File: src/rtl/pad_input_conditioner.sv
// pad_input_conditioner: synchronise, debounce and resolve one pad's up/down buttons; free-running timing_tick.
// Define LAST_PRESS_PRIORITY_EN to let the most recently pressed button win when both are held.
module pad_input_conditioner #(
   parameter int DEBOUNCE_CYCLES = 650000,
   parameter int TICK_DIV = 325000
) (
   input  logic clk,
   input  logic rst,
   input  logic btn_up_raw,
   input  logic btn_down_raw,
   output logic up_out,
   output logic down_out,
   output logic timing_tick
);
   localparam int CW = $clog2(DEBOUNCE_CYCLES);
   localparam int TW = $clog2(TICK_DIV);
   localparam logic [CW-1:0] CNT_MAX = CW'(DEBOUNCE_CYCLES - 1);
   localparam logic [TW-1:0] TICK_MAX = TW'(TICK_DIV - 1);
   localparam logic [1:0] IDLE = 2'd0, PRESS_WAIT = 2'd1, PRESSED = 2'd2, RELEASE_WAIT = 2'd3;
   // Per-button vectors: bit 0 is up, bit 1 is down.
   logic [1:0] s1_q, s2_q, deb_q, deb_d;
   logic [1:0][1:0] st_q, st_d;
   logic [1:0][CW-1:0] cnt_q, cnt_d;
   logic [TW-1:0] tick_cnt_q, tick_cnt_d;
   logic up_d, down_d, tick_d;
   always_comb begin
      deb_d = deb_q;
      st_d = st_q;
      cnt_d = cnt_q;
      for (int i = 0; i < 2; i++) begin
         case (st_q[i])
            IDLE: if (s2_q[i]) begin st_d[i] = PRESS_WAIT; cnt_d[i] = '0; end
            PRESS_WAIT:
               if (!s2_q[i]) st_d[i] = IDLE;
               else if (cnt_q[i] == CNT_MAX) begin st_d[i] = PRESSED; deb_d[i] = 1'b1; end
               else cnt_d[i] = cnt_q[i] + CW'(1);
            PRESSED: if (!s2_q[i]) begin st_d[i] = RELEASE_WAIT; cnt_d[i] = '0; end
            default:
               if (s2_q[i]) st_d[i] = PRESSED;
               else if (cnt_q[i] == CNT_MAX) begin st_d[i] = IDLE; deb_d[i] = 1'b0; end
               else cnt_d[i] = cnt_q[i] + CW'(1);
         endcase
      end
      tick_cnt_d = (tick_cnt_q == TICK_MAX) ? '0 : tick_cnt_q + TW'(1);
      tick_d = tick_cnt_d == TICK_MAX;
   end
`ifdef LAST_PRESS_PRIORITY_EN
   // last: 0 = up rose most recently, 1 = down; tie marks a simultaneous rise.
   logic last_q, last_d, tie_q, tie_d;
   logic [1:0] rise;
   always_comb begin
      rise = deb_d & ~deb_q;
      last_d = (rise == 2'b01) ? 1'b0 : (rise == 2'b10) ? 1'b1 : last_q;
      tie_d = (rise == 2'b11) ? 1'b1 : (|rise) ? 1'b0 : tie_q;
      up_d = deb_q[0] & (~deb_q[1] | (~last_q & ~tie_q));
      down_d = deb_q[1] & (~deb_q[0] | (last_q & ~tie_q));
   end
   always_ff @(posedge clk) begin
      if (rst) begin
         last_q <= 1'b0;
         tie_q <= 1'b0;
      end else begin
         last_q <= last_d;
         tie_q <= tie_d;
      end
   end
`else
   always_comb begin
      up_d = deb_q[0] & ~deb_q[1];
      down_d = deb_q[1] & ~deb_q[0];
   end
`endif
   always_ff @(posedge clk) begin
      if (rst) begin
         s1_q <= '0;
         s2_q <= '0;
         deb_q <= '0;
         st_q <= {IDLE, IDLE};
         cnt_q <= '0;
         tick_cnt_q <= '0;
         up_out <= 1'b0;
         down_out <= 1'b0;
         timing_tick <= 1'b0;
      end else begin
         s1_q <= {btn_down_raw, btn_up_raw};
         s2_q <= s1_q;
         deb_q <= deb_d;
         st_q <= st_d;
         cnt_q <= cnt_d;
         tick_cnt_q <= tick_cnt_d;
         up_out <= up_d;
         down_out <= down_d;
         timing_tick <= tick_d;
      end
   end
endmodule
File: config.mk
export PLATFORM = sky130hd
export DESIGN_NAME = pad_input_conditioner
export DESIGN_NICKNAME = d
export VERILOG_FILES = /design/src/rtl/pad_input_conditioner.sv
export SDC_FILE = /design/constraint.sdc
export NUM_CORES = 1
export LEC_CHECK = 0
export BUFFER_PORTS_ARGS = -buffer_cell sky130_fd_sc_hd__buf_2
export CAP_MARGIN = 20
export CORE_AREA = 2 2 100 121
export CTS_CLUSTER_DIAMETER = 50
export CTS_CLUSTER_SIZE = 16
export DETAILED_ROUTE_END_ITERATION = 8
export DIE_AREA = 0 0 102 123
export SLEW_MARGIN = 20
export SYNTH_ARGS = -nofsm -noshare
export SYNTH_HDL_FRONTEND = slang
export SYNTH_SLANG_ARGS = --single-unit
File: constraint.sdc
create_clock -name clk -period 2.1 [get_ports clk]
set_clock_uncertainty 0.05 [all_clocks]
set_input_delay 0.21 -clock clk [delete_from_list [all_inputs] [get_ports clk]]
set_output_delay 0.21 -clock clk [all_outputs]
set_load 0.02 [all_outputs]
==> results of run 1 <==
cells in the final DEF, fill, tap and decap left out, drive strengths merged, types with 6 or more instances in the layout:
| cell type | instances |
|---|---|
| nor4 | 9 |
| nand2b | 9 |
| dfxtp | 72 |
| mux2i | 10 |
| clkbuf | 11 |
| a21oi | 29 |
| buf | 75 |
| xnor2 | 11 |
| o21ai | 22 |
| and3 | 13 |
| nor2b | 6 |
| xor2 | 8 |
| nor2 | 37 |
| o31ai | 14 |
| nand2 | 38 |
| or4 | 19 |
| ha | 13 |
| nand4 | 20 |
| inv | 19 |
| nand3 | 33 |
| or3 | 7 |
| nor3 | 13 |
per-stage QoR:
step	std cells	hold WS (ns)	worst slack, ns
after detailed placement	675	0.379	-0.0418
after global routing	700	0.0306	-0.0785
final	700	0.0291	0.00110
after floorplan	471	0.288	0.0225
after CTS	692	0.0226	-0.0270
after global placement	675	0.368	0.0194
area by class of cell:
type / count / share of cell area [%]
well taps: 157 / 3.79
inverters: 18 / 1.30
repair buffers: 76 / 11.4
flip-flops and latches: 72 / 28.1
multi-input cells: 361 / 49.1
clock buffers: 10 / 4.61
clock inverters: 6 / 1.76
logic make-up (layout without fill, tap and decap cells):
| kind of cell | count (synthesis) | in the layout |
|---|---|---|
| multiplexers | 10 | 10 |
| AND/OR/NAND/NOR | 225 | 225 |
| AO/OA/AOI/OAI | 94 | 94 |
| adder cells (fa/ha/maj) | 13 | 13 |
| XOR/XNOR | 19 | 19 |
| buffers and inverters | 38 | 110 |
| flip-flops | 72 | 72 |
synth_stat cells (all sizes together) (5+ instances only):
cell type	n	area [sq um]
a21oi	29	145
dfxtp	72	1440
nand4	20	131
nor4	9	71.3
xnor2	11	96.3
or4	19	150
nor2	37	139
a41o	5	50.1
xor2	8	70.1
mux2i	10	100
nor2b	6	37.5
o31ai	14	105
ha	13	163
o21ai	22	110
inv	18	67.6
clkbuf	12	48.8
nand2b	9	56.3
or3	7	43.8
nand2	38	145
nand3	33	170
nor3	13	70.1
buf	8	51.3
and3	13	81.3
power groups by stage:
stage / Clock, W / Sequential [W] / Combinational (W)
floorplan: 0 / 0.00143 / 0.000246
global placement: 0 / 0.00143 / 0.000379
detailed placement: 0 / 0.00143 / 0.000385
CTS: 0.00172 / 0.00140 / 0.000396
global route: 0.00178 / 0.00141 / 0.000496
finish: 0.00169 / 0.00141 / 0.000452
sequential cells by signal (all words and copies together), names as in the netlist, named ones only:
name	count
cnt_q	40
deb_q	2
down_out	1
s1_q	2
s2_q	2
st_q	2
tick_cnt_q	19
timing_tick	1
up_out	1
repair_timing:
action	4_1_cts	5_1_grt
buffers inserted	1	6
pin swaps	0	20
cloned	0	2
resized for setup	9	67
endpoints found under the setup margin	12	38
layer usage:
layer / global-route usage, % / up-vias / wire length, um
met2: 27.2 / 86 / 5180
met3: 4.07 / 22 / 425
met1: 20.7 / 1814 / 4550
li1: - / 1897 / -
met5: 0 / - / 0
met4: 7.42 / 0 / 237
worst paths after layout:
path / slack [ns] / depth (start not counted) / end / startpoint
worst max-delay path: 0.001 / 5 / st_q[0] / cnt_q[10]
worst min register to register: 0.39 / 1 / up_out / deb_q[1]
worst min-delay path: 0.03 / 2 / s1_q[0] / btn_up_raw
worst max register to register: 0.001 / 5 / st_q[0] / cnt_q[10]
==> flow_summary.json, run 1 <==
{
  "status": "finished, final reports clean",
  "portBuffers": 6,
  "clk_path_buf_depth": 2,
  "drive_gt1_share_pct": 29.1,
  "seq_area_sq_um": 1460,
  "cts-root-buf": "clkbuf_16",
  "die_x_um": 102,
  "num_rows": 43,
  "synth.net_count": 488,
  "critical_path_class": "flip-flop to flip-flop",
  "synth_flop_cell": "dfxtp_1",
  "ioPinCount": 7,
  "fin_util_pct": 45.5,
  "tns_ns": 0,
  "finalCritPeriodShare_pct": 99.9,
  "antenna_found_initial": 0,
  "final_area_sq_um": 5190,
  "post-route-min-period_ns": 2.10,
  "fmax_mhz": 476,
  "critPathRequiredTime_ns": 2.29,
  "synthCells": 471,
  "drt-initial-drc-count": 190,
  "num_antenna_cells": 0,
  "cts_hold_buf": 0,
  "via_count": 3819,
  "drc": 0,
  "async_flop_share_pct": 0,
  "clkSinkCount": 72,
  "path_clk_slew_ns": 0.06,
  "clk_latency_ns": 0.34,
  "p_seq_share_pct": 39.6,
  "dieHeight_um": 123,
  "final_nets": 555,
  "multi_input_area_sq_um": 2550,
  "p_sw_w": 0.000898,
  "crit_chain": "or4_4, nor4_4, nand2_2, a211o_1, a311oi_2",
  "postSynthAreaPerCell_sq_um": 8.31,
  "routedWlPerCell_um": 14.9,
  "crit_fanout": 5,
  "p_clk_share_pct": 47.7,
  "h-tree-depth": 3,
  "cts_tree": "done",
  "synth-warning-count": 0,
  "grt_max_degree": 17,
  "die_area_sq_um": 12500,
  "firstDrtPassIters": 5,
  "totalWireLength_um": 10400,
  "gp_congestion": 0.903,
  "core_sq_um": 11400,
  "swShare_pct": 25.3,
  "total_power_w": 0.00355,
  "ys_seq_area_share_pct": 36.8,
  "rsz0062_at_grt": "true",
  "hold_path_class": "primary input to flip-flop",
  "powerDensity_nw_per_um2": 684,
  "yosys.area_share.adder_pct": 4.15,
  "overflow": 0,
  "crit_buf_inv": 0,
  "synth_edf_count": 0,
  "arrival_ns": 2.29,
  "start_util_pct": 34.3,
  "synthSimpleGateAreaFrac_pct": 32.3,
  "maxSlewHeadroom_pct": 67.0,
  "grt_pass1_wl_um": 16400,
  "ys_ff_latch": 72,
  "cp_top_family": "simple AND/OR/NAND/NOR gates",
  "ant_nets": 0,
  "leakage_nw": 1.89,
  "grt_pass1_vias": 3523,
  "p_int_w": 0.00265,
  "synth_compound_area_share_pct": 15.7,
  "slowest_stage": "or4_4",
  "yosysUniqueCellTypes": 58,
  "postPlaceCellArea_sq_um": 4500,
  "worst_setup_path_start_kind": "flip-flop",
  "synth_top_family_by_area": "simple AND/OR/NAND/NOR gates",
  "areaGrowthSynthToFinish_pct": 32.5,
  "end_kind": "flip-flop",
  "setup_viol": 0,
  "fill_cells": 1109,
  "slowest_delay_ns": 0.52,
  "synthMuxAreaShare_pct": 2.56,
  "drv_slew": 0,
  "synthXorXnorAreaFrac_pct": 4.25,
  "max-vdd-ir-drop_uv": 369,
  "hold_viol": 0,
  "drv_cap": 0,
  "cts_buffers": 9,
  "comb_power_share_pct": 12.7,
  "worst_pin_slew_ns": 0.489,
  "grt_usage_pct": 16.6,
  "hpwl_um": 6930,
  "syn_area_sq_um": 3920,
  "via_per_inst": 5.46
}
No activity file was read; power rests on OpenSTA's default activity.
==> run 2, diff against run 1 <==
clock period = 2.7 ns   (was 2.1 ns; I/O delays follow)
==> run 2 against run 1 <==
Clock-buffer cell count up 3. Clock power down 24%. Design area down 14%. Die area unchanged. Register-to-register slack better by 0.27 ns. Hold slack better by 0.068 ns.
==> flow_summary.json, run 2 (synthesized netlist as in run 1, its figures left out) <==
{
  "final_area_sq_um": 4450,
  "overflow": 0,
  "grt_max_degree": 26,
  "crit_fanout": 8,
  "grt_usage_pct": 15.1,
  "via_per_inst": 5.51,
  "r2r-start": "st_q[2]",
  "drive_gt1_share_pct": 8.66,
  "worst_setup_path_start_kind": "flip-flop",
  "postPlaceCellArea_sq_um": 4130,
  "ioPinCount": 7,
  "start_util_pct": 34.3,
  "whs_ns": 0.0969,
  "post-route-min-period_ns": 2.43,
  "hold_viol": 0,
  "regMostFlops": "cnt_q",
  "max-vdd-ir-drop_uv": 270,
  "r2r_end": "cnt_q[32]",
  "finalWorstSetupSlack_ns": 0.274,
  "drc": 0,
  "num_rows": 43,
  "drt-initial-drc-count": 127,
  "dieHeight_um": 123,
  "rsz0062_at_grt": "false",
  "cts_buffers": 9,
  "layout_common_cells": "dfxtp_1 (72), nor2_1 (37), nand2_1 (37)",
  "leakage_nw": 1.53,
  "clk_latency_ns": 0.34,
  "final_nets": 497,
  "h-tree-depth": 3,
  "critPathRequiredTime_ns": 2.92,
  "min_from": "btn_up_raw",
  "tns_ns": 0,
  "reg2regPathDepth": 7,
  "clk_path_buf_depth": 2,
  "critical_path_class": "flip-flop to flip-flop",
  "core_sq_um": 11400,
  "reg_top3": "cnt_q x40, tick_cnt_q x19",
  "cts_tree": "done",
  "postCtsSetupBuffers": 0,
  "fin_cells": 642,
  "die_x_um": 102,
  "hpwl_um": 6280,
  "dp_cells": 626,
  "layout_commonest_cell": "dfxtp_1",
  "end_kind": "flip-flop",
  "hold_end": "s1_q[0]",
  "grt_pass1_wl_um": 15200,
  "r2r_slack_ns": 0.27,
  "via_count": 3537,
  "cts_hold_buf": 0,
  "num_antenna_cells": 0,
  "holdPathStages": 2,
  "routedWlPerCell_um": 13.9,
  "largest_reg_flops": 40,
  "firstDrtPassIters": 4,
  "antenna_found_initial": 0,
  "clkSinkCount": 72,
  "drv_slew": 0,
  "maxSlewHeadroom_pct": 60.6,
  "portBuffers": 6,
  "totalWireLength_um": 8920,
  "cts-root-buf": "clkbuf_16",
  "ctsResizeCount": 0,
  "path_clk_slew_ns": 0.06,
  "drv_cap": 0,
  "powerDensity_nw_per_um2": 589,
  "areaGrowthSynthToFinish_pct": 13.6,
  "fill_cells": 1198,
  "pre_cts_ws_ns": 0.304,
  "arrival_ns": 2.64,
  "die_area_sq_um": 12500,
  "grt_pass1_vias": 3238,
  "setup_viol": 0,
  "hold_path_class": "primary input to flip-flop",
  "finalCritPeriodShare_pct": 89.8,
  "status": "finished, final reports clean",
  "gp_congestion": 0.844,
  "fmax_mhz": 412,
  "ant_nets": 0,
  "worst_pin_slew_ns": 0.591
}
[run 2: cell count changes in the layout (fill, tap and decap cells not counted), sizes merged]
cell    previous run  this run
clkinv             3         1
inv               19        18
clkbuf            11        13
buf               75        18
[run 2: layout make-up]
cell class                 count  area (sq um)  share of cell area [%]
multi-input combinational    361          2310                    51.9
clock inverter                 3          65.1                    1.46
tap                          157           196                    4.42
clock buffer                  13           250                    5.63
inverter                      18          67.6                    1.52
sequential                    72          1440                    32.4
timing repair buffer          18           120                    2.70
[run 2: per-stage QoR]
| step | util (%) | power [W] |
|---|---|---|
| after global placement | 36.2 | 0.00136 |
| after detailed placement | 36.2 | 0.00136 |
| final | 39.0 | 0.00262 |
| after floorplan | - | 0.00130 |
| after global routing | 39.0 | 0.00272 |
| after CTS | 39.0 | 0.00265 |
[run 2: per-layer routing]
| layer | track usage (%) | part of all wire, % |
|---|---|---|
| met2 | 25.5 | 49 |
| met5 | 0 | 0 |
| met4 | 7.17 | 2.2 |
| met1 | 18.3 | 45 |
| met3 | 2.94 | 3.7 |
[run 2: critical path: stages, from the launching register on]
cell     delay [ns]
dfxtp_1        0.39
inv_1          0.11
ha_1           0.27
mux2i_1        0.26
and3_1         0.35
nand3_1        0.26
or4_1          0.53
a21oi_1        0.15
[run 2: how the worst max path moves through the flow]
stage | depth (start not counted) | endpoint | from
floorplan | 8 | cnt_q[35] | st_q[2]
CTS | 7 | cnt_q[32] | st_q[2]
global placement | 7 | cnt_q[32] | st_q[2]
global route | 7 | cnt_q[32] | st_q[2]
detailed placement | 7 | cnt_q[32] | st_q[2]
finish | 7 | cnt_q[32] | st_q[2]
[run 2: report_power, final]
group          total [W]  internal (W)  switching (W)
registers        0.00109       0.00108      0.0000149
logic           0.000249     0.0000818       0.000167
clock network    0.00128      0.000834       0.000446
==> run 3, diff against run 2 <==
--- a/config.mk
+++ b/config.mk
@@ -14,2 +14,3 @@
 export DIE_AREA = 0 0 102 123
+export REMOVE_ABC_BUFFERS = 1
 export SLEW_MARGIN = 20
==> constraint.sdc (replaced) <==
create_clock -name clk -period 2.7 [get_ports clk]
set_clock_uncertainty 0.05 [all_clocks]
set_input_delay 0 -clock clk [delete_from_list [all_inputs] [get_ports clk]]
set_output_delay 0 -clock clk [all_outputs]
set_load 0.02 [all_outputs]
==> run 3 against run 2 <==
Worst setup slack got worse by 0.0071 ns. Sequential power about the same. Maximum frequency shrank 0.29%. First-iteration DRC count increased by 61%. Die area is the same. Critical path depth fell by 1. Combinational power about the same. Clock power is 7% lower. Largest power group unchanged.
==> flow_summary.json, run 3 (synthesized netlist as in run 1, its figures left out) <==
{
  "clk_latency_ns": 0.33,
  "portBuffers": 6,
  "powerDensity_nw_per_um2": 569,
  "worst_pin_slew_ns": 0.574,
  "drt-initial-drc-count": 204,
  "end_kind": "flip-flop",
  "fill_cells": 1186,
  "cts_tree": "done",
  "num_rows": 43,
  "regMostFlops": "cnt_q",
  "cts_buffers": 9,
  "core_sq_um": 11400,
  "clkSinkCount": 72,
  "drive_gt1_share_pct": 8.85,
  "die_x_um": 102,
  "grt_pass1_vias": 3293,
  "hpwl_um": 6370,
  "whs_ns": 0.0794,
  "via_count": 3504,
  "drv_cap": 0,
  "gp_congestion": 0.882,
  "die_area_sq_um": 12500,
  "worst_setup_path_start_kind": "flip-flop",
  "path_clk_slew_ns": 0.06,
  "tns_ns": 0,
  "crit_fanout": 20,
  "critPathRequiredTime_ns": 2.88,
  "postCtsSetupBuffers": 0,
  "largest_reg_flops": 40,
  "start_util_pct": 34.3,
  "reg_top3": "cnt_q x40, tick_cnt_q x19",
  "post-route-min-period_ns": 2.43,
  "cts-root-buf": "clkbuf_16",
  "drc": 0,
  "grt_usage_pct": 15.0,
  "grt_pass1_wl_um": 15200,
  "routedWlPerCell_um": 13.9,
  "dieHeight_um": 123,
  "hold_viol": 0,
  "firstDrtPassIters": 6,
  "maxSlewHeadroom_pct": 61.2,
  "final_nets": 498,
  "arrival_ns": 2.61,
  "antenna_found_initial": 0,
  "overflow": 0,
  "h-tree-depth": 3,
  "layout_commonest_cell": "dfxtp_1",
  "max-vdd-ir-drop_uv": 245,
  "grt_max_degree": 26,
  "setup_viol": 0,
  "finalCritPeriodShare_pct": 90.1,
  "via_per_inst": 5.45,
  "critical_path_class": "flip-flop to flip-flop",
  "fmax_mhz": 411,
  "areaGrowthSynthToFinish_pct": 13.5,
  "totalWireLength_um": 8930,
  "drv_slew": 0,
  "status": "finished, final reports clean",
  "clk_path_buf_depth": 2,
  "dp_cells": 625,
  "ioPinCount": 7,
  "layout_common_cells": "dfxtp_1 (72), nor2_1 (37), nand2_1 (37)",
  "ant_nets": 0,
  "leakage_nw": 1.52,
  "rsz0062_at_grt": "false",
  "total_power_w": 0.00253,
  "hold_path_class": "primary input to flip-flop",
  "num_antenna_cells": 0,
  "fin_cells": 643
}
[run 3: cell type report]
| class | count | area (sq um) | share of cell area, % |
|---|---|---|---|
| clock buffer | 11 | 243 | 5.46 |
| clock inverter | 5 | 56.3 | 1.27 |
| inverter | 18 | 67.6 | 1.52 |
| multi-input combinational | 361 | 2310 | 51.9 |
| sequential | 72 | 1440 | 32.4 |
| tap | 157 | 196 | 4.42 |
| timing repair buffer | 19 | 133 | 2.99 |
[run 3: worst max-delay path, stage by stage (launching register included)]
cell	delay, ns
dfxtp_1	0.34
ha_1	0.25
and3_1	0.26
and3_1	0.21
and3_1	0.38
or4_1	0.58
o41ai_1	0.26
[run 3: per-stage QoR]
step	setup WS [ns]	utilization, %	cell area, sq um
after floorplan	0.443	-	3810
final	0.267	39.0	4440
after detailed placement	0.296	36.2	4120
after CTS	0.281	39.0	4440
after global routing	0.0778	39.0	4440
after global placement	0.375	36.2	4120
[run 3: worst paths after layout]
check	startpoint	to	slack [ns]	cells past startpoint
max reg2reg	cnt_q[0]	cnt_q[16]	0.27	6
max	cnt_q[0]	cnt_q[16]	0.27	6
min	rst	tick_cnt_q[16]	0.08	2
min reg2reg	s1_q[1]	s2_q[1]	0.39	1
[run 3: report_power, final]
| part | leakage [nW] | internal (W) | switching (W) | total, W |
|---|---|---|---|---|
| clock | 0.145 | 0.000739 | 0.000449 | 0.00119 |
| combinational | 0.794 | 0.0000807 | 0.000166 | 0.000246 |
| sequential | 0.582 | 0.00108 | 0.0000150 | 0.00109 |
| total | 1.52 | 0.00190 | 0.000630 | 0.00253 |
[run 3: repair_timing]
item                                   CTS  global route
resized for setup                        0             0
endpoints found under the hold margin    2             0
hold buffers                             2             0
[run 3: layer usage]
metal / routed length, um / vias up / track usage [%]
met5: 0 / - / 0
met4: 80 / 0 / 5.25
met3: 331 / 7 / 3.67
met2: 4380 / 66 / 24.9
met1: 4140 / 1659 / 18.9
li1: - / 1772 / -
